==> src/rtl/plane_draw_engine_if.sv <==
// Plane control <-> draw engine <-> VGA plot port signal bundle.
// The master drives a frame request; the slave (draw engine) returns pixels and status.
interface plane_draw_engine_if #(
    parameter int NUM_PLANES = 10
);
    logic                      start;
    logic [1:0]                op;
    logic [8*NUM_PLANES-1:0]   x_flat;
    logic [8*NUM_PLANES-1:0]   y_flat;
    logic [NUM_PLANES-1:0]     vis;
    logic [7:0]                vga_x;
    logic [7:0]                vga_y;
    logic [2:0]                colour;
    logic                      plot;
    logic                      busy;
    logic                      done;

    modport master (
        output start, op, x_flat, y_flat, vis,
        input  vga_x, vga_y, colour, plot, busy, done
    );

    modport slave (
        input  start, op, x_flat, y_flat, vis,
        output vga_x, vga_y, colour, plot, busy, done
    );
endinterface

==> src/rtl/plane_draw_engine.sv <==
// Walks the latched plane list and streams one SPR_W x SPR_H sprite per visible
// plane to the VGA plot port, one pixel per clock.
//
//  state  | meaning
//  -------+-----------------------------------------------------------
//  S_IDLE | waiting for start; clears busy one cycle after done
//  S_SCAN | one cycle per invisible plane, one per sprite pixel otherwise
//  S_DONE | pass finished; raises done for one cycle, back to S_IDLE
module plane_draw_engine #(
    parameter int         NUM_PLANES  = 10,
    parameter int         SPR_W       = 4,
    parameter int         SPR_H       = 4,
    parameter int         SCREEN_W    = 160,
    parameter int         SCREEN_H    = 120,
    parameter logic [2:0] DRAW_COLOUR = 3'b111,
    parameter logic [2:0] BG_COLOUR   = 3'b000
) (
    input  logic                clk,
    input  logic                reset_n,
    plane_draw_engine_if.slave  bus
);

    localparam int PW  = (NUM_PLANES > 1) ? $clog2(NUM_PLANES) : 1;
    localparam int DXW = (SPR_W > 1) ? $clog2(SPR_W) : 1;
    localparam int DYW = (SPR_H > 1) ? $clog2(SPR_H) : 1;

    localparam logic [PW-1:0]  LAST_PLANE = PW'(NUM_PLANES - 1);
    localparam logic [DXW-1:0] LAST_DX    = DXW'(SPR_W - 1);
    localparam logic [DYW-1:0] LAST_DY    = DYW'(SPR_H - 1);

    typedef enum logic [1:0] {
        S_IDLE = 2'd0,
        S_SCAN = 2'd1,
        S_DONE = 2'd2
    } state_t;

    state_t                  state;
    logic [7:0]              snap_x [NUM_PLANES];
    logic [7:0]              snap_y [NUM_PLANES];
    logic [NUM_PLANES-1:0]   snap_vis;
    logic                    snap_draw;
    logic [PW-1:0]           plane;
    logic [DXW-1:0]          dx;
    logic [DYW-1:0]          dy;

    logic [8:0]              sum_x;
    logic [8:0]              sum_y;
    logic                    on_screen;

    // 9-bit sums so sprites hanging off the right/bottom edge clip instead of wrapping
    assign sum_x     = {1'b0, snap_x[plane]} + 9'(dx);
    assign sum_y     = {1'b0, snap_y[plane]} + 9'(dy);
    assign on_screen = (sum_x < 9'(SCREEN_W)) && (sum_y < 9'(SCREEN_H));

    always_ff @(posedge clk or negedge reset_n) begin
        if (!reset_n) begin
            state      <= S_IDLE;
            for (int i = 0; i < NUM_PLANES; i++) begin
                snap_x[i] <= '0;
                snap_y[i] <= '0;
            end
            snap_vis   <= '0;
            snap_draw  <= 1'b0;
            plane      <= '0;
            dx         <= '0;
            dy         <= '0;
            bus.vga_x  <= '0;
            bus.vga_y  <= '0;
            bus.colour <= '0;
            bus.plot   <= 1'b0;
            bus.busy   <= 1'b0;
            bus.done   <= 1'b0;
        end else begin
            bus.plot <= 1'b0;
            bus.done <= 1'b0;
            case (state)
                S_IDLE: begin
                    // busy is still high in the cycle done is shown; start is ignored there
                    bus.busy <= 1'b0;
                    if (bus.start && !bus.busy) begin
                        for (int i = 0; i < NUM_PLANES; i++) begin
                            snap_x[i] <= bus.x_flat[8*i +: 8];
                            snap_y[i] <= bus.y_flat[8*i +: 8];
                        end
                        snap_vis  <= bus.vis;
                        snap_draw <= bus.op[0];
                        plane     <= '0;
                        dx        <= '0;
                        dy        <= '0;
                        bus.busy  <= 1'b1;
                        state     <= bus.op[1] ? S_DONE : S_SCAN;
                    end
                end

                S_SCAN: begin
                    if (!snap_vis[plane]) begin
                        if (plane == LAST_PLANE) state <= S_DONE;
                        else                     plane <= plane + 1'b1;
                    end else begin
                        if (on_screen) begin
                            bus.plot   <= 1'b1;
                            bus.vga_x  <= sum_x[7:0];
                            bus.vga_y  <= sum_y[7:0];
                            bus.colour <= snap_draw ? DRAW_COLOUR : BG_COLOUR;
                        end
                        if (dx == LAST_DX) begin
                            dx <= '0;
                            if (dy == LAST_DY) begin
                                dy <= '0;
                                if (plane == LAST_PLANE) state <= S_DONE;
                                else                     plane <= plane + 1'b1;
                            end else begin
                                dy <= dy + 1'b1;
                            end
                        end else begin
                            dx <= dx + 1'b1;
                        end
                    end
                end

                S_DONE: begin
                    bus.done <= 1'b1;
                    state    <= S_IDLE;
                end

                default: state <= S_IDLE;
            endcase
        end
    end

endmodule
==> src/flat_wrapper.sv <==
// flat-port wrapper written by rule: the top's interface ports become plain ports
module plane_draw_engine_flat 
#(
    parameter int         NUM_PLANES  = 10,
    parameter int         SPR_W       = 4,
    parameter int         SPR_H       = 4,
    parameter int         SCREEN_W    = 160,
    parameter int         SCREEN_H    = 120,
    parameter logic [2:0] DRAW_COLOUR = 3'b111,
    parameter logic [2:0] BG_COLOUR   = 3'b000
)
  (clk, reset_n, bus_start, bus_op, bus_x_flat, bus_y_flat, bus_vis, bus_vga_x, bus_vga_y, bus_colour, bus_plot, bus_busy, bus_done);
  plane_draw_engine_if #(.NUM_PLANES(NUM_PLANES)) bus_i ();
  input  logic clk;
  input  logic reset_n;
  input wire logic [$bits(bus_i.start)-1:0] bus_start;
  input wire logic [$bits(bus_i.op)-1:0] bus_op;
  input wire logic [$bits(bus_i.x_flat)-1:0] bus_x_flat;
  input wire logic [$bits(bus_i.y_flat)-1:0] bus_y_flat;
  input wire logic [$bits(bus_i.vis)-1:0] bus_vis;
  output wire logic [$bits(bus_i.vga_x)-1:0] bus_vga_x;
  output wire logic [$bits(bus_i.vga_y)-1:0] bus_vga_y;
  output wire logic [$bits(bus_i.colour)-1:0] bus_colour;
  output wire logic [$bits(bus_i.plot)-1:0] bus_plot;
  output wire logic [$bits(bus_i.busy)-1:0] bus_busy;
  output wire logic [$bits(bus_i.done)-1:0] bus_done;
  assign bus_i.start = bus_start;
  assign bus_i.op = bus_op;
  assign bus_i.x_flat = bus_x_flat;
  assign bus_i.y_flat = bus_y_flat;
  assign bus_i.vis = bus_vis;
  assign bus_vga_x = bus_i.vga_x;
  assign bus_vga_y = bus_i.vga_y;
  assign bus_colour = bus_i.colour;
  assign bus_plot = bus_i.plot;
  assign bus_busy = bus_i.busy;
  assign bus_done = bus_i.done;
  plane_draw_engine #(.NUM_PLANES(NUM_PLANES), .SPR_W(SPR_W), .SPR_H(SPR_H), .SCREEN_W(SCREEN_W), .SCREEN_H(SCREEN_H), .DRAW_COLOUR(DRAW_COLOUR), .BG_COLOUR(BG_COLOUR)) u_core (.clk(clk), .reset_n(reset_n), .bus(bus_i));
endmodule
==> config.mk <==
export PLATFORM = sky130hd
export DESIGN_NAME = plane_draw_engine_flat
export DESIGN_NICKNAME = d
export VERILOG_FILES = /design/src/rtl/plane_draw_engine_if.sv /design/src/rtl/plane_draw_engine.sv /design/src/flat_wrapper.sv
export SDC_FILE = /design/constraint.sdc
export NUM_CORES = 1
export LEC_CHECK = 0
export BUFFER_PORTS_ARGS = -buffer_cell sky130_fd_sc_hd__buf_2
export CAP_MARGIN = 20
export CORE_AREA = 8 8 188 190
export DETAILED_ROUTE_END_ITERATION = 6
export DIE_AREA = 0 0 196 198
export SLEW_MARGIN = 20
export SYNTH_ARGS = -nofsm -noshare
export SYNTH_HDL_FRONTEND = slang
export SYNTH_SLANG_ARGS = --single-unit
==> constraint.sdc <==
create_clock -name clk -period 4.98 [get_ports clk]
set_input_delay 0.996 -clock clk [delete_from_list [all_inputs] [get_ports clk]]
set_output_delay 0.996 -clock clk [all_outputs]
set_load 0.005 [all_outputs]
==> reports/metrics.json, run 1 <==
{
  "final_max_tran_viols": {"value": 0},
  "vias": {"value": 6200},
  "cp_data_required_time": {"value": 5370, "unit": "ps"},
  "synthesis.yosys.warnings": {"value": 0},
  "chipHeight": {"value": 198, "unit": "um"},
  "ctsRootBufferMaster": {"value": "sky130_fd_sc_hd__clkbuf_16"},
  "clkLatencyLatePin": {"value": 500, "unit": "ps"},
  "pwr_density_cell": {"value": 681, "unit": "nW/um2"},
  "period_share": {"value": 0.814},
  "placement.io_buffers": {"value": 196},
  "wire_per_inst": {"value": 21.0, "unit": "um"},
  "slew_at_the_pin_with_the_worst_max_slew_slack": {"value": 864, "unit": "ps"},
  "grt_max_degree": {"value": 114},
  "timing.critical_path.max_delay_family": {"value": "multiplexers"},
  "vias_in_the_first_global_route": {"value": 6747},
  "floorplan.die.width": {"value": 196, "unit": "um"},
  "slew_margin_rel": {"value": 0.424},
  "leakagePower": {"value": 5.04, "unit": "nW"},
  "grt_setup_unrepaired": {"value": "no"},
  "tritoncts": {"value": "yes"},
  "timing.setup.critical_path_class": {"value": "flop to flop"},
  "ir_drop": {"value": 0.303, "unit": "mV"},
  "min_period": {"value": 4050, "unit": "ps"},
  "worstHoldPathType": {"value": "flop to flop"},
  "finalClockSkew": {"value": 6.99, "unit": "ps"},
  "ys_types": {"value": 56},
  "crit_path_start_kind": {"value": "flop"},
  "crit_slowest_cell": {"value": "sky130_fd_sc_hd__dfrtp_2"},
  "setup-violations-final": {"value": 0},
  "gp_routability_congestion": {"value": 0.821},
  "clk_path_buf_depth": {"value": 3},
  "grt_antenna_before_repair": {"value": 2},
  "floorplan.initialDensity": {"value": 0.296},
  "final_nets": {"value": 1054},
  "dr.pass1.iters": {"value": 4},
  "cts_made_buffers": {"value": 23},
  "category_of_the_worst_setup_path_capture_point": {"value": "flop"},
  "synth-seq-area-share": {"value": 0.527},
  "globalRouteTotalUtil": {"value": 0.137},
  "ant_nets": {"value": 0},
  "fillerInstances": {"value": 3209},
  "async_flop_share": {"value": 1.00},
  "synth_fp_nets": {"value": 865},
  "core-area": {"value": 32200, "unit": "um2"},
  "mappedNetlistArea": {"value": 9550, "unit": "um2"},
  "post_cts_hold_buffer_count": {"value": 0},
  "drtIter0Drc": {"value": 392},
  "final.setup.tns": {"value": 0, "unit": "ps"},
  "layout.cells.most_common": {"value": "sky130_fd_sc_hd__dfrtp_1"},
  "cts.sink_count": {"value": 201},
  "cap_viol_max_count": {"value": 0},
  "critPathMaxStageDelay": {"value": 860, "unit": "ps"},
  "synth-main-ff-cell": {"value": "sky130_fd_sc_hd__dfrtp_1"},
  "run_status": {"value": "completed"},
  "synthesis.instances": {"value": 680},
  "rows": {"value": 66},
  "layout-drive-gt1-share": {"value": 0.532},
  "timing.hold.ws": {"value": 503, "unit": "ps"},
  "crit_fanout": {"value": 28},
  "synth_edf_count": {"value": 0},
  "postCtsSetupRepairBufs": {"value": 0},
  "syn_avg_cell_area": {"value": 14.0, "unit": "um2"},
  "synth.ff_latch_count": {"value": 201},
  "routed_via_density": {"value": 4.80},
  "timing.critical_path.arrival": {"value": 4440, "unit": "ps"},
  "post-route-drc-count": {"value": 0},
  "route.final.wire_length": {"value": 27100, "unit": "um"},
  "syn_to_final_growth": {"value": 22.6, "unit": "%"},
  "floorplan.io_pins": {"value": 197},
  "htree_num_levels": {"value": 1},
  "timing.reg2reg.setup_slack": {"value": 930, "unit": "ps"},
  "final_setup_slack_of_the_worst_path": {"value": 927, "unit": "ps"},
  "placement.setup.worst_slack": {"value": 907, "unit": "ps"},
  "path_clk_slew": {"value": 60, "unit": "ps"},
  "grt_pass1_wl": {"value": 41600, "unit": "um"},
  "f_max": {"value": 247, "unit": "MHz"},
  "detailed_place_hpwl": {"value": 20500, "unit": "um"},
  "most-common-layout-cells": {"value": "sky130_fd_sc_hd__dfrtp_1 (199), sky130_fd_sc_hd__buf_2 (195), sky130_fd_sc_hd__mux2_2 (190)"},
  "cp_cell_sequence": {"value": "mux4_2 > a221oi_1 > nor2_1 > ha_1 > inv_1 > fa_1 > nor2b_1 > and4_4 > mux2_4 > a22oi_4 > o221ai_2 > nor3b_4 > buf_4 > mux2_2"},
  "design.die.area": {"value": 38800, "unit": "um2"},
  "wp_buf_inv": {"value": 2},
  "post_cts_resize_count": {"value": 0},
  "final-hold-violation-count": {"value": 0},
  "overflow": {"value": 0}
}
synth_stat cells, drive strengths merged (6+ instances only):
master,instances,share of area
nand2,13,0.0051
buf,18,0.016
nor2b,9,0.0062
dfrtp,201,0.53
o21ai,7,0.0037
xnor2,8,0.0073
a21oi,15,0.0087
mux2,196,0.23
inv,12,0.0047
mux4,18,0.042
clkbuf,24,0.0094
nor3,6,0.0031
nor2,29,0.011
o22ai,14,0.0092
nand2b,6,0.0039
mux2i,42,0.044
ha,8,0.010
power breakdown:
| group | leakage [nW] | internal (mW) | switching [mW] | total, mW |
|---|---|---|---|---|
| Sequential | 2.40 | 2.46 | 0.532 | 2.99 |
| Clock | 0.389 | 1.11 | 0.663 | 1.77 |
| Combinational | 2.26 | 1.72 | 1.49 | 3.21 |
state kept, by name, summed over array words and instances, names as in the netlist, 4 cells and up:
signal / count
u_core.bus.vga_y: 8
u_core.snap_vis: 10
u_core.bus.vga_x: 8
u_core.snap_x: 80
u_core.plane: 4
u_core.snap_y: 80
per-stage QoR:
| stage | area (um2) | power (mW) | std cells | utilization |
|---|---|---|---|---|
| after CTS | 11700 | 8.06 | 1291 | 0.363 |
| after detailed placement | 10900 | 6.26 | 1252 | 0.339 |
| after floorplan | 9550 | 5.27 | 680 | - |
| final | 11700 | 7.97 | 1292 | 0.363 |
| after global placement | 10900 | 6.17 | 1252 | 0.339 |
| after global routing | 11700 | 8.49 | 1292 | 0.363 |
metal layers:
| layer | share of wire | global-route usage |
|---|---|---|
| met1 | 0.47 | 0.193 |
| met2 | 0.47 | 0.216 |
| met3 | 0.053 | 0.0258 |
| met4 | 0.014 | 0.0323 |
| met5 | 0 | 0 |
layout make-up:
| class | count | area [um2] | share of cell area |
|---|---|---|---|
| timing repair buffer | 206 | 1080 | 0.0922 |
| antenna | 1 | 2.50 | 0.000214 |
| sequential | 201 | 5030 | 0.430 |
| inverter | 13 | 48.8 | 0.00417 |
| clock inverter | 8 | 140 | 0.0120 |
| tap | 408 | 510 | 0.0436 |
| multi-input combinational | 424 | 4240 | 0.362 |
| clock buffer | 31 | 646 | 0.0552 |
final timing paths:
check,startpoint,end,cells past startpoint
min,u_core.snap_x[51],u_core.snap_x[51],1
min in group asynchronous,reset_n,u_core.snap_x[62],1
min reg2reg,u_core.snap_x[51],u_core.snap_x[51],1
max in group asynchronous,reset_n,u_core.snap_x[10],2
max,u_core.plane[1],u_core.bus.vga_y[0],14
max reg2reg,u_core.plane[1],u_core.bus.vga_y[0],14
logic make-up after synthesis:
logic type,share of synthesized area
multiplexers,0.320
flip-flops,0.527
AND/OR/NAND/NOR,0.0425
AO/OA/AOI/OAI,0.0556
buffers and inverters,0.0301
XOR/XNOR,0.0101
adder cells (fa/ha/maj),0.0147
Note: power is estimated with default switching activity, not from simulation.
==> run 2: changes to the inputs <==
Clock period 4.98 ns to 3.85 ns, I/O delays scaled along.
==> run 2 against run 1 <==
Final cell count rose by 1.0%. Fmax rose by 12%. Sequential share of layout area fell by 0.71 points. Die area did not move. Clock skew rose by 2.5 ps. Core utilization rose by 0.61 points. Register-to-register slack got worse by 690 ps. Worst setup slack got worse by 690 ps. Count of clock-buffer cells in the layout fell by 1. Critical path depth rose by 1. Critical path type unchanged. Critical endpoint unchanged. Largest cell class unchanged. Largest power group unchanged.
==> reports/metrics.json, run 2 (synthesis gave the netlist of run 1 again) <==
{
  "category_of_the_worst_setup_path_capture_point": {"value": "flop"},
  "cp_data_required_time": {"value": 4240, "unit": "ps", "change": "-1130 ps"},
  "timing.critical_path.arrival": {"value": 4000, "unit": "ps", "change": "-440 ps"},
  "vias": {"value": 6224, "change": "+0.39%"},
  "most-common-layout-cells": {"value": "sky130_fd_sc_hd__dfrtp_1 (199), sky130_fd_sc_hd__buf_2 (195), sky130_fd_sc_hd__mux2_2 (190)"},
  "wp_buf_inv": {"value": 3, "change": "+1"},
  "slew_at_the_pin_with_the_worst_max_slew_slack": {"value": 887, "unit": "ps", "change": "+22.9 ps"},
  "share_comb_of_total_power": {"value": 0.410, "change": "+0.007"},
  "postCtsSetupRepairBufs": {"value": 0, "change": "unchanged"},
  "final-hold-violation-count": {"value": 0, "change": "unchanged"},
  "final_nets": {"value": 1065, "change": "+1.0%"},
  "routed_via_density": {"value": 4.77, "change": "-0.61%"},
  "grt_max_degree": {"value": 110, "change": "-3.5%"},
  "critPathMaxStageDelay": {"value": 510, "unit": "ps", "change": "-350 ps"},
  "vias_in_the_first_global_route": {"value": 6860, "change": "+1.7%"},
  "floorplan.io_pins": {"value": 197, "change": "unchanged"},
  "ir_drop": {"value": 0.355, "unit": "mV", "change": "+17%"},
  "switching_share": {"value": 0.335, "change": "-0.00247"},
  "cap_viol_max_count": {"value": 0, "change": "unchanged"},
  "ant_nets": {"value": 0, "change": "unchanged"},
  "totalPowerFinal": {"value": 10.4, "unit": "mW", "change": "+30%"},
  "post_cts_hold_buffer_count": {"value": 0, "change": "unchanged"},
  "setup-violations-final": {"value": 0, "change": "unchanged"},
  "f_max": {"value": 276, "unit": "MHz", "change": "+12%"},
  "slew_margin_rel": {"value": 0.409, "change": "-0.0153"},
  "floorplan.initialDensity": {"value": 0.296, "change": "unchanged"},
  "multiInputGateArea": {"value": 4260, "unit": "um2", "change": "+0.44%"},
  "leakagePower": {"value": 5.13, "unit": "nW", "change": "+1.7%"},
  "placement.io_buffers": {"value": 196, "change": "unchanged"},
  "layout.cells.most_common": {"value": "sky130_fd_sc_hd__dfrtp_1"},
  "crit_fanout": {"value": 18, "change": "-36%"},
  "chipHeight": {"value": 198, "unit": "um", "change": "unchanged"},
  "worstHoldPathType": {"value": "input pin to async pin"},
  "cts.sink_count": {"value": 201, "change": "unchanged"},
  "dr.pass1.iters": {"value": 4, "change": "unchanged"},
  "detailed_place_hpwl": {"value": 20400, "unit": "um", "change": "-0.36%"},
  "grt_antenna_before_repair": {"value": 2, "change": "unchanged"},
  "period_share": {"value": 0.940, "change": "+0.126"},
  "internal-power": {"value": 6.91, "unit": "mW", "change": "+31%"},
  "grt_pass1_wl": {"value": 40800, "unit": "um", "change": "-1.9%"},
  "regArea": {"value": 5030, "unit": "um2", "change": "unchanged"},
  "timing.critical_path.max_delay_family": {"value": "multiplexers"},
  "layout-drive-gt1-share": {"value": 0.548, "change": "+0.0162"},
  "fillerInstances": {"value": 3150, "change": "-1.8%"},
  "clkLatencyLatePin": {"value": 510, "unit": "ps", "change": "about the same"},
  "post_cts_resize_count": {"value": 0, "change": "unchanged"},
  "overflow": {"value": 0, "change": "unchanged"},
  "crit_slowest_cell": {"value": "sky130_fd_sc_hd__dfrtp_2"},
  "post-route-drc-count": {"value": 0, "change": "unchanged"},
  "gp_routability_congestion": {"value": 0.799, "change": "-2.6%"},
  "tritoncts": {"value": "yes"},
  "syn_to_final_growth": {"value": 24.6, "unit": "%"},
  "clk_path_buf_depth": {"value": 3, "change": "unchanged"},
  "biggestRegsByFlops": {"value": "u_core.snap_x: 80 flops, u_core.snap_y: 80 flops, u_core.snap_vis: 10 flops"},
  "design.die.area": {"value": 38800, "unit": "um2", "change": "unchanged"},
  "finalClockSkew": {"value": 9.51, "unit": "ps", "change": "+2.52 ps"},
  "crit_path_start_kind": {"value": "flop"},
  "rows": {"value": 66, "change": "unchanged"},
  "wire_per_inst": {"value": 20.4, "unit": "um", "change": "-2.6%"},
  "final_max_tran_viols": {"value": 0, "change": "unchanged"},
  "path_clk_slew": {"value": 60, "unit": "ps", "change": "about the same"},
  "core-area": {"value": 32200, "unit": "um2", "change": "unchanged"},
  "globalRouteTotalUtil": {"value": 0.134, "change": "-0.00295"},
  "grt_setup_unrepaired": {"value": "no"},
  "htree_num_levels": {"value": 1, "change": "unchanged"},
  "min_period": {"value": 3620, "unit": "ps", "change": "-435 ps"},
  "drtIter0Drc": {"value": 327, "change": "-17%"},
  "diodes": {"value": 0, "change": "-1"},
  "run_status": {"value": "completed"},
  "power_share_of_the_clock_group": {"value": 0.226, "change": "+0.004"},
  "floorplan.die.width": {"value": 196, "unit": "um", "change": "unchanged"},
  "timing.setup.critical_path_class": {"value": "flop to flop"},
  "route.final.wire_length": {"value": 26700, "unit": "um", "change": "-1.6%"},
  "cp_cell_sequence": {"value": "buf_4 > mux4_2 > a21oi_1 > nor2_1 > ha_2 > inv_2 > fa_2 > nor2b_1 > and4_4 > mux2_4 > a22oi_4 > o221ai_2 > nor3b_4 > buf_12 > mux2_2"},
  "cts_made_buffers": {"value": 24, "change": "+4.3%"},
  "pwr_density_cell": {"value": 874, "unit": "nW/um2", "change": "+28%"},
  "p_switching": {"value": 3.48, "unit": "mW", "change": "+29%"},
  "ctsRootBufferMaster": {"value": "sky130_fd_sc_hd__clkbuf_16"},
  "timing.hold.ws": {"value": 311, "unit": "ps", "change": "-193 ps"},
  "seqPwrFrac": {"value": 0.364, "change": "-0.011"}
}
==> run 2: cell types whose count changed in the layout (fill, tap and decap cells not counted), moves of 2 or more <==
| cell | before | now |
|---|---|---|
| sky130_fd_sc_hd__clkinvlp_4 | 0 | 2 |
| sky130_fd_sc_hd__a21oi_1 | 13 | 11 |
| sky130_fd_sc_hd__a21oi_2 | 2 | 4 |
| sky130_fd_sc_hd__buf_12 | 1 | 6 |
| sky130_fd_sc_hd__clkbuf_16 | 23 | 25 |
| sky130_fd_sc_hd__buf_4 | 9 | 14 |
| sky130_fd_sc_hd__clkinv_2 | 4 | 6 |
| sky130_fd_sc_hd__clkbuf_1 | 4 | 2 |
==> run 2: final cells by class <==
| class | instances | share of cell area |
|---|---|---|
| Timing Repair Buffer | 216 | 0.102 |
| Inverter | 13 | 0.00410 |
| Clock inverter | 13 | 0.0128 |
| Sequential cell | 201 | 0.423 |
| Tap cell | 408 | 0.0429 |
| Multi-Input combinational cell | 424 | 0.358 |
| Clock buffer | 30 | 0.0567 |
==> run 2: through the flow <==
step,area (um2),instances,utilization,setup WS (ps),setup TNS (ps)
after floorplan,9580,680,-,-61.2,-306
after global placement,11100,1262,0.344,327,0
after detailed placement,11100,1262,0.344,239,0
after CTS,11900,1305,0.369,221,0
after global routing,11900,1305,0.369,31.1,0
final,11900,1305,0.369,232,0
==> run 2: power groups by stage <==
stage,sequential (mW),clock (mW),combinational [mW]
5_1_grt,3.93,2.49,4.65
2_1_floorplan,3.58,0,3.27
3_5_place_dp,3.82,0,4.30
4_1_cts,3.79,2.41,4.32
6_report,3.78,2.35,4.26
3_3_place_gp,3.80,0,4.23
==> run 2: path summary, 6_finish.rpt <==
check | startpoint | to | slack, ps | cells after the start
min in group clk | bus_x_flat[72] | u_core.snap_x[0] | 490 | 2
min | reset_n | u_core.snap_x[70] | 310 | 1
min reg2reg | u_core.snap_x[22] | u_core.snap_x[22] | 500 | 1
max | u_core.plane[1] | u_core.bus.vga_y[0] | 230 | 15
max reg2reg | u_core.plane[1] | u_core.bus.vga_y[0] | 230 | 15
max in group asynchronous | reset_n | u_core.bus.vga_y[2] | 2710 | 2
==> run 2: routing by layer <==
layer / wire length (um) / track usage / share of wire
met5: 12 / 0 / 0.00045
met4: 396 / 0.0275 / 0.015
met3: 1250 / 0.0236 / 0.047
met2: 12400 / 0.214 / 0.46
met1: 12600 / 0.189 / 0.47
==> run 2: worst register-to-register path, stage by stage, from the launching register on <==
cell and delay [ps]:
sky130_fd_sc_hd__dfrtp_2 510, sky130_fd_sc_hd__buf_4 310, sky130_fd_sc_hd__mux4_2 350, sky130_fd_sc_hd__a21oi_1 160, sky130_fd_sc_hd__nor2_1 60, sky130_fd_sc_hd__ha_2 190
sky130_fd_sc_hd__inv_2 60, sky130_fd_sc_hd__fa_2 250, sky130_fd_sc_hd__nor2b_1 60, sky130_fd_sc_hd__and4_4 140, sky130_fd_sc_hd__mux2_4 280, sky130_fd_sc_hd__a22oi_4 180
sky130_fd_sc_hd__o221ai_2 150, sky130_fd_sc_hd__nor3b_4 250, sky130_fd_sc_hd__buf_12 190, sky130_fd_sc_hd__mux2_2 340
